### src/rtl/dds_meas_pkg.sv
// Shared constants, FSM state type and mask helpers for dds_pulse_meas.
// f_abs17: 17-bit |x|; f_lowest_set / f_highest_set: 16-bit mask -> lane.
package dds_meas_pkg;

  localparam int LANES = 16;
  localparam int DW    = 16;
  localparam int CW    = 32;
  localparam int MAGW  = 17;

  typedef enum logic {
    ST_OFF,
    ST_ON
  } state_e;

  // Sign-extend before negating so |-32768| = 32768 without wrap.
  function automatic logic [MAGW-1:0] f_abs17(
    input logic signed [DW-1:0] x
  );
    logic [MAGW-1:0] e;
    e = {x[DW-1], x};
    return x[DW-1] ? (~e + 1'b1) : e;
  endfunction

  function automatic logic [3:0] f_lowest_set(
    input logic [LANES-1:0] m
  );
    logic [3:0] r;
    r = '0;
    for (int k = LANES - 1; k >= 0; k--) begin
      if (m[k]) r = 4'(k);
    end
    return r;
  endfunction

  function automatic logic [3:0] f_highest_set(
    input logic [LANES-1:0] m
  );
    logic [3:0] r;
    r = '0;
    for (int k = 0; k < LANES; k++) begin
      if (m[k]) r = 4'(k);
    end
    return r;
  endfunction

endpackage

### src/rtl/dds_pulse_meas_lane_mag.sv
// One lane: stage 1 registers |I|+|Q|, stage 2 registers mag >= thr.
// Ports: clk_i, rst_ni (sync, active-low), i_i/q_i samples, thr_i, above_o.
module dds_lane_mag
  import dds_meas_pkg::*;
(
  input  logic                 clk_i,
  input  logic                 rst_ni,
  input  logic signed [DW-1:0] i_i,
  input  logic signed [DW-1:0] q_i,
  input  logic [MAGW-1:0]      thr_i,
  output logic                 above_o
);

  logic [MAGW-1:0] mag_d;
  logic [MAGW-1:0] mag_q;
  logic            above_d;
  logic            above_q;

  // Max sum is 65536, so 17 bits never overflow.
  always_comb begin
    mag_d   = f_abs17(i_i) + f_abs17(q_i);
    above_d = (mag_q >= thr_i);
  end

  always_ff @(posedge clk_i) begin
    if (!rst_ni) begin
      mag_q   <= '0;
      above_q <= 1'b0;
    end else begin
      mag_q   <= mag_d;
      above_q <= above_d;
    end
  end

  assign above_o = above_q;

endmodule

### src/rtl/dds_pulse_meas.sv
// Pulse width / rise-to-rise period meter on 16-lane I/Q sample words.
// In: clk_user_bufg, rst_glb, s_valid, s_i, s_q, thr. Out: meas_*, pulse_cnt, in_pulse.
module dds_pulse_meas
  import dds_meas_pkg::*;
(
  input  logic                  clk_user_bufg,
  input  logic                  rst_glb,
  input  logic                  s_valid,
  input  logic [LANES*DW-1:0]   s_i,
  input  logic [LANES*DW-1:0]   s_q,
  input  logic [MAGW-1:0]       thr,
  output logic                  meas_valid,
  output logic [CW-1:0]         meas_width,
  output logic [CW-1:0]         meas_period,
  output logic                  period_valid,
  output logic [15:0]           pulse_cnt,
  output logic                  in_pulse
);

  logic [LANES-1:0] above_w;

  for (genvar k = 0; k < LANES; k++) begin : g_lane
    dds_lane_mag u_lane (
      .clk_i   (clk_user_bufg),
      .rst_ni  (rst_glb),
      .i_i     (s_i[DW*k +: DW]),
      .q_i     (s_q[DW*k +: DW]),
      .thr_i   (thr),
      .above_o (above_w[k])
    );
  end

  // Valid travels alongside the lane pipeline; the word index is
  // attached when the mask is registered for the FSM.
  logic             v1_q, v2_q, mv_q;
  logic [LANES-1:0] mask_q;
  logic [CW-1:0]    midx_q;
  logic [CW-1:0]    wcnt_q;

  always_ff @(posedge clk_user_bufg) begin
    if (!rst_glb) begin
      v1_q   <= 1'b0;
      v2_q   <= 1'b0;
      mv_q   <= 1'b0;
      mask_q <= '0;
      midx_q <= '0;
      wcnt_q <= '0;
    end else begin
      v1_q   <= s_valid;
      v2_q   <= v1_q;
      mv_q   <= v2_q;
      mask_q <= above_w;
      midx_q <= wcnt_q;
      if (v2_q) wcnt_q <= wcnt_q + 1'b1;
    end
  end

  state_e        state_q, state_d;
  logic [CW-1:0] rise_q, rise_d;
  logic [CW-1:0] prev_q, prev_d;
  logic          hasp_q, hasp_d;
  logic [CW-1:0] per_q, per_d;
  logic          pv_q, pv_d;
  logic          mvo_q, mvo_d;
  logic [CW-1:0] wid_q, wid_d;
  logic [CW-1:0] pero_q, pero_d;
  logic          pvo_q, pvo_d;
  logic [15:0]   cnt_q, cnt_d;

  logic [3:0]    lo, hi;
  logic [CW-1:0] tbase, rise_t, fall_t;
  logic [CW-1:0] e_rise, e_per;
  logic          e_pv, emit;

  always_comb begin
    state_d = state_q;
    rise_d  = rise_q;
    prev_d  = prev_q;
    hasp_d  = hasp_q;
    per_d   = per_q;
    pv_d    = pv_q;
    mvo_d   = 1'b0;
    wid_d   = wid_q;
    pero_d  = pero_q;
    pvo_d   = pvo_q;
    cnt_d   = cnt_q;
    emit    = 1'b0;
    e_rise  = rise_q;
    e_per   = per_q;
    e_pv    = pv_q;
    lo      = f_lowest_set(mask_q);
    hi      = f_highest_set(mask_q);
    tbase   = {midx_q[CW-5:0], 4'b0000};
    rise_t  = tbase | CW'(lo);
    // Fall is the first sample below threshold.
    fall_t  = (|mask_q) ? tbase + CW'(hi) + CW'(1) : tbase;

    if (mv_q) begin
      unique case (state_q)
        ST_OFF: begin
          if (|mask_q) begin
            rise_d = rise_t;
            per_d  = hasp_q ? rise_t - prev_q : '0;
            pv_d   = hasp_q;
            prev_d = rise_t;
            hasp_d = 1'b1;
            if (hi != 4'd15) begin
              emit   = 1'b1;
              e_rise = rise_t;
              e_per  = per_d;
              e_pv   = pv_d;
            end else begin
              state_d = ST_ON;
            end
          end
        end
        ST_ON: begin
          if (!(|mask_q) || hi != 4'd15) begin
            emit    = 1'b1;
            state_d = ST_OFF;
          end
        end
        default: state_d = ST_OFF;
      endcase
    end

    if (emit) begin
      mvo_d  = 1'b1;
      wid_d  = fall_t - e_rise;
      pero_d = e_per;
      pvo_d  = e_pv;
      cnt_d  = cnt_q + 1'b1;
    end
  end

  always_ff @(posedge clk_user_bufg) begin
    if (!rst_glb) begin
      state_q <= ST_OFF;
      rise_q  <= '0;
      prev_q  <= '0;
      hasp_q  <= 1'b0;
      per_q   <= '0;
      pv_q    <= 1'b0;
      mvo_q   <= 1'b0;
      wid_q   <= '0;
      pero_q  <= '0;
      pvo_q   <= 1'b0;
      cnt_q   <= '0;
    end else begin
      state_q <= state_d;
      rise_q  <= rise_d;
      prev_q  <= prev_d;
      hasp_q  <= hasp_d;
      per_q   <= per_d;
      pv_q    <= pv_d;
      mvo_q   <= mvo_d;
      wid_q   <= wid_d;
      pero_q  <= pero_d;
      pvo_q   <= pvo_d;
      cnt_q   <= cnt_d;
    end
  end

  assign meas_valid   = mvo_q;
  assign meas_width   = wid_q;
  assign meas_period  = pero_q;
  assign period_valid = pvo_q;
  assign pulse_cnt    = cnt_q;
  assign in_pulse     = (state_q == ST_ON);

endmodule

### config.mk
export PLATFORM = sky130hd
export DESIGN_NAME = dds_pulse_meas
export DESIGN_NICKNAME = d
export VERILOG_FILES = /design/src/rtl/dds_meas_pkg.sv /design/src/rtl/dds_pulse_meas_lane_mag.sv /design/src/rtl/dds_pulse_meas.sv
export SDC_FILE = /design/constraint.sdc
export NUM_CORES = 2
export LEC_CHECK = 0
export ABC_AREA = 0
export CORE_MARGIN = 10
export CORE_UTILIZATION = 50
export CTS_BUF_LIST = sky130_fd_sc_hd__clkbuf_4 sky130_fd_sc_hd__clkbuf_8 sky130_fd_sc_hd__clkbuf_16
export CTS_CLUSTER_DIAMETER = 200
export CTS_CLUSTER_SIZE = 12
export DETAILED_ROUTE_END_ITERATION = 10
export PLACE_DENSITY = 0.73
export SLEW_MARGIN = 15
export SYNTH_ARGS = -nofsm -noshare
export SYNTH_HDL_FRONTEND = slang
export SYNTH_SLANG_ARGS = --single-unit
### constraint.sdc
create_clock -name clk_user_bufg -period 11.04 [get_ports clk_user_bufg]
set_input_delay 2.76 -clock clk_user_bufg [delete_from_list [all_inputs] [get_ports clk_user_bufg]]
set_output_delay 2.76 -clock clk_user_bufg [all_outputs]
set_load 0.1 [all_outputs]
Word-level counts from Yosys, hierarchy flattened
Cells that the tools add are included.
W data, S select, Z words.
Storage, ports and cells
  bits in registers: 516
  output and inout bits: 83
  word-level logic and storage cells: 244
Cells by class
  $add $sub $neg: 54
  magnitude comparators: 16
  eq/ne operators: 1
  multiplexer cells: 87
  bitwise gates (word level): 34
  reduce and logical (&&, ||, !) cells: 4
Operators with widths (count)
  $add A17 B1 Y17 const B: 32
  $mux W17: 32
  $not A17 Y17: 32
  $mux W32: 10
  $add A17 B17 Y17: 16
  $ge A17 B17 Y1: 16
  $mux W4: 30
  $add A32 B1 Y32 const B: 2
  $sub A32 B32 Y32: 2
  $add A32 B4 Y32: 1
  $or A32 B4 Y32: 1
  $add A16 B1 Y16 const B: 1
  $reduce_or A16 Y1: 1
  $mux W1: 13
  $ne A4 B4 Y1 const B: 1
  $pmux W1 S2: 2
  $reduce_and A3 Y1: 1
  $logic_not A1 Y1: 1
  $logic_or A1 B1 Y1: 1
  $not A1 Y1: 1

Logic depth before layout (Yosys ltp)
  word-level depth: 23
  mapped depth: 25

Modules after synthesis
From an unflattened synthesis, not the netlist that was laid out.
Unflattened totals
  cell total of the unflattened synthesis: 5957
  area, all modules: 47713.3 um^2
By module, submodules not included
  dds_lane_mag (g_lane[12].u_lane ...): times used 10, cells each 274, area each 2190.9 um^2
  dds_pulse_meas: times used 1, cells each 1550, area each 12607.1 um^2
  dds_lane_mag (g_lane[0].u_lane ...): times used 5, cells each 276, area each 2195.9 um^2
  dds_lane_mag (g_lane[3].u_lane): times used 1, cells each 287, area each 2218.4 um^2

Least setup slack after synthesis
No wires, ideal clock.
  path kind: input-to-reg
  from: in s_i[20]
  to: reg g_lane[1].u_lane.mag_q[15]
  library setup time: 128 ps
  arrival: 5592 ps
  required time: 10912 ps
  slack: 5320 ps
  cell stages on the path: 16
  path buffers: 0
  cell sequence: or3_1 > or2_2 > nor3_1 > nand2_1 > nand2_1 > xnor2_1 > ha_1 > and2_1 > a31oi_1 > o31ai_1 > o211ai_1 > o21ai_0 > a21o_1 > a21oi_1 > xor2_1 > nor2_1
Between the ends
  word-level cells in the longest chain between the ends: 4
Ends and longest elaborated chain
  start, declared: line dds_pulse_meas.sv:9  | input logic [LANES*DW-1:0] s_i,
  $not A17 Y17: line dds_meas_pkg.sv:21  | return x[DW-1] ? (~e + 1'b1) : e;
  $add A17 B1 Y17: line dds_meas_pkg.sv:21
  $mux W17 *: line dds_meas_pkg.sv:21
  $add A17 B17 Y17 *: line dds_pulse_meas_lane_mag.sv:21  | mag_d = f_abs17(i_i) + f_abs17(q_i);
  end signal, assigned: line dds_pulse_meas_lane_mag.sv:30  | mag_q <= mag_d;
  end, declared: line dds_pulse_meas_lane_mag.sv:15  | logic [MAGW-1:0] mag_q;
Every way passes the cells marked *; elsewhere a longest branch is shown, timed or not.
A chain may end at the register's enable or synchronous reset.

Worst setup path after layout
  from: reg mask_q[15]
  to: reg wid_q[28], in the netlist meas_width[28]
Between the ends
  word-level cells in the longest chain between the ends: 22
  elaborated cells on any way between the ends: 35
  those cells by class: 3 x add/sub; 1 x eq/ne; 27 x mux; 1 x bitwise; 3 x reduce/logical
Ends and longest elaborated chain
  start, declared: line dds_pulse_meas.sv:36  | logic [LANES-1:0] mask_q;
  start signal, assigned: line dds_pulse_meas.sv:52  | mask_q <= above_w;
  $mux W4 (16 in a row): line dds_meas_pkg.sv:30  | if (m[k]) r = 4'(k);
  $or A32 B4 Y32: line dds_pulse_meas.sv:94  | rise_t = tbase | CW'(lo);
  $mux W32: line dds_pulse_meas.sv:107  | if (hi != 4'd15) begin
  $mux W32: line dds_pulse_meas.sv:101  | if (|mask_q) begin
  $mux W32: line dds_pulse_meas.sv:99  | unique case (state_q)
  $mux W32: line dds_pulse_meas.sv:98  | if (mv_q) begin
  $sub A32 B32 Y32: line dds_pulse_meas.sv:129  | wid_d = fall_t - e_rise;
  end signal, assigned: line dds_pulse_meas.sv:157  | wid_q <= wid_d;
  end, declared: line dds_pulse_meas.sv:65  | logic [CW-1:0] wid_q, wid_d;
Parallel ways exist; a longest one is shown, timed or not.

==> flow_summary.ini <==
[sta]
setup_viol = 0
grt_setup_unrepaired = no
finalHoldViolCount = 0
finalCriticalPeriod_ns = 6.03
fmax_mhz = 166
tightest_slew_ns = 1.15
slew_viol_final = 0
skew_ns = 0.0403
fin_tns_setup_ns = 0
post-route-period-util_pct = 54.6
slew_headroom_pct = 23.3

[detailed_routing]
vias = 41087
drt-vias-per-instance = 5.68
drc = 0
wl_um = 136000
routedWlPerCell_um = 18.8
initialDrtViolationCount = 2605
ant_nets = 0
drt_pass1_iterations = 5

[global_route]
grt_use_total_pct = 26.0
grt.overflow.total = 0
grt_pass1_wl_um = 213000
grt_pass1_vias = 39875
grt_max_degree = 132
antenna_found_initial = 30

[critical_path]
worst_setup_path_end_kind = register
cp-start-kind = register
arrival_ns = 6.49
cp.required_ns = 11.50
cpPeakStageDelay_ns = 0.64
crit_path_max_fanout = 16
critPathBufInv = 1
slowest_stage = nor4_1
rrSetupSlack_ns = 5.01
cp_cell_sequence = nor4_1, nand2_1, nor2_1, nor2b_4, nand2_1, nand2_1, o21ai_0, ha_1, inv_1, fa_1, a211oi_1, o21ai_0, a41oi_2, o211ai_1, a211o_1, a31o_2, a21boi_2, a21oi_1, xnor2_1, o21ai_0
cp_top_family = simple AND/OR/NAND/NOR gates
worstSetupPathType = register to register

[cells_and_area]
final_core_util_pct = 60.6
mostFrequentLayoutCells = ha_1, clkdlybuf4s50_1, xnor2_1
drive_gt1_share_pct = 2.41
nFillCells = 7928
final_common_cell = ha_1
area_growth_pct = 19.7
final_nets = 7236

[synth]
synth-compound-area-share_pct = 20.0
synth.area.top_cells = dfxtp_1, ha_1, xnor2_1
yosysWarnings = 0
synthSimpleGateAreaFrac_pct = 20.8
synth_xor_area_share_pct = 14.1
synth_mux_area_share_pct = 0.0710
synthFlopType = dfxtp_1
yosysSeqAreaShare_pct = 23.3
synth_top_cell_by_area = dfxtp_1
synth_top_family_by_area = simple AND/OR/NAND/NOR gates
ys_ff_latch = 512
avgSynthCellArea_um2 = 8.00
ys_async_sr_fraction_pct = 0
synth_fa_ha_area_share_pct = 18.6
synth_fp_nets = 6684
synth_cell_types = 79
synth_area_um2 = 44000
syn_inst = 5508
synth.top_cell.area_share_pct = 23.3
synth-edff-count = 0

[placed_design]
gp_congestion = 0.945
io_buffer_count = 614
dp_hpwl_um = 107000

[power]
p_clk_share_pct = 23.4
intPower_uw = 4180
p_switching_uw = 2340
p_comb_share_pct = 43.6
power_density_nw_per_um2 = 124
ir_worst_vdd_mv = 0.117
power.total_uw = 6520
power_switching_share_pct = 35.9
power.share.sequential_pct = 33.1
power_leakage_uw = 0.0219

[die]
die_x_um = 317
dieArea_um2 = 100000
io_pins = 615
die-height_um = 317
start_util_pct = 50.6
rows = 108
core_area_um2 = 87000

[clock_tree]
cts_max_path_buffers = 3
cts_tree = yes
postCtsSetupBuffers = 0
cts_hold_buf = 0
cts.sinks = 512
cts_resized = 0
cts_root_buffer = clkbuf_16
cts.clk_slew.worst_paths_ns = 0.06
worst_skew_pair.late_latency_ns = 0.62
cts_buffers = 48
cts_max_level = 2

[min_path]
hold_path.class = register to register

[job]
cap_violations = 0

[run_status]
status = complete, no violations
[Yosys cell counts, drive strengths merged (19+ instances only)]
cell and instances:
and2 102, o211ai 28, nor4 34, o31ai 137
o41ai 56, clkbuf 123, a211oi 31, nor2b 67
a21oi 351, xor2 169, or3 74, ha 626
nor2 497, nand2 531, nor3 145, a31oi 48
a21o 161, nand3 132, xnor2 540, or4 42
and3 34, nand2b 107, inv 229, nand4 45
o21ai 367, a2111oi 22, dfxtp 512, o21a 49
buf 19
[power by group through the flow]
stage                     Clock (uW)  Combinational (uW)  Sequential [uW]
final                           1520                2840             2160
after global routing            1620                3180             2180
after CTS                       1560                2830             2160
after detailed placement           0                2810             2200
after global placement             0                2760             2190
after floorplan                    0                1970             2220
[cell type report]
| class | instances | area (um^2) | share of cell area (%) |
|---|---|---|---|
| clock buffer | 49 | 1230 | 2.33 |
| clock inverter | 3 | 76.3 | 0.145 |
| multi-input combinational | 4624 | 32400 | 61.5 |
| tap | 1155 | 1450 | 2.74 |
| inverter | 230 | 871 | 1.65 |
| antenna | 18 | 45.0 | 0.0855 |
| sequential | 512 | 10200 | 19.4 |
| timing repair buffer | 644 | 6380 | 12.1 |
[logic make-up after synthesis]
kind of cell / count (synthesis)
AO/OA/AOI/OAI: 1372
XOR/XNOR: 709
adder cells (fa/ha/maj): 644
buffers and inverters: 372
flip-flops: 512
multiplexers: 3
AND/OR/NAND/NOR: 1896
[path summary, 6_finish.rpt]
path	startpoint	cells after the start	end
min	g_lane[12].u_lane.above_o$_SDFF_PN0_	1	mask_q[12]$_SDFF_PN0_
max reg2reg	mask_q[15]$_SDFF_PN0_	20	meas_width[28]$_SDFFE_PN0P_
min reg2reg	g_lane[12].u_lane.above_o$_SDFF_PN0_	1	mask_q[12]$_SDFF_PN0_
max	mask_q[15]$_SDFF_PN0_	20	meas_width[28]$_SDFFE_PN0P_
[through the flow]
step	std cells	hold WS [ns]	area [um^2]	setup WS [ns]
after floorplan	5508	0.406	44000	5.32
after global placement	7165	0.419	51400	4.60
after detailed placement	7165	0.419	51400	4.52
after CTS	7217	0.408	52700	5.02
after global routing	7235	0.427	52700	4.51
final	7235	0.412	52700	5.01
[layer usage]
| layer | global-route usage [%] | routed length, um |
|---|---|---|
| met1 | 32.3 | 58400 |
| met2 | 45.4 | 65800 |
| met3 | 4.38 | 7550 |
| met4 | 8.20 | 3840 |
| met5 | 0 | 135 |
[flip-flops by register name (all words and copies together), names as in the netlist]
register               count
g_lane.u_lane.above_o     16
g_lane.u_lane.mag_q      272
hasp_q                     1
in_pulse                   1
mask_q                    16
meas_period               32
meas_valid                 1
meas_width                32
midx_q                    28
mv_q                       1
per_q                     32
period_valid               1
prev_q                    32
pulse_cnt                 16
pv_q                       1
v1_q                       1
v2_q                       1
wcnt_q                    28
Note: power is estimated with default switching activity, not from simulation.
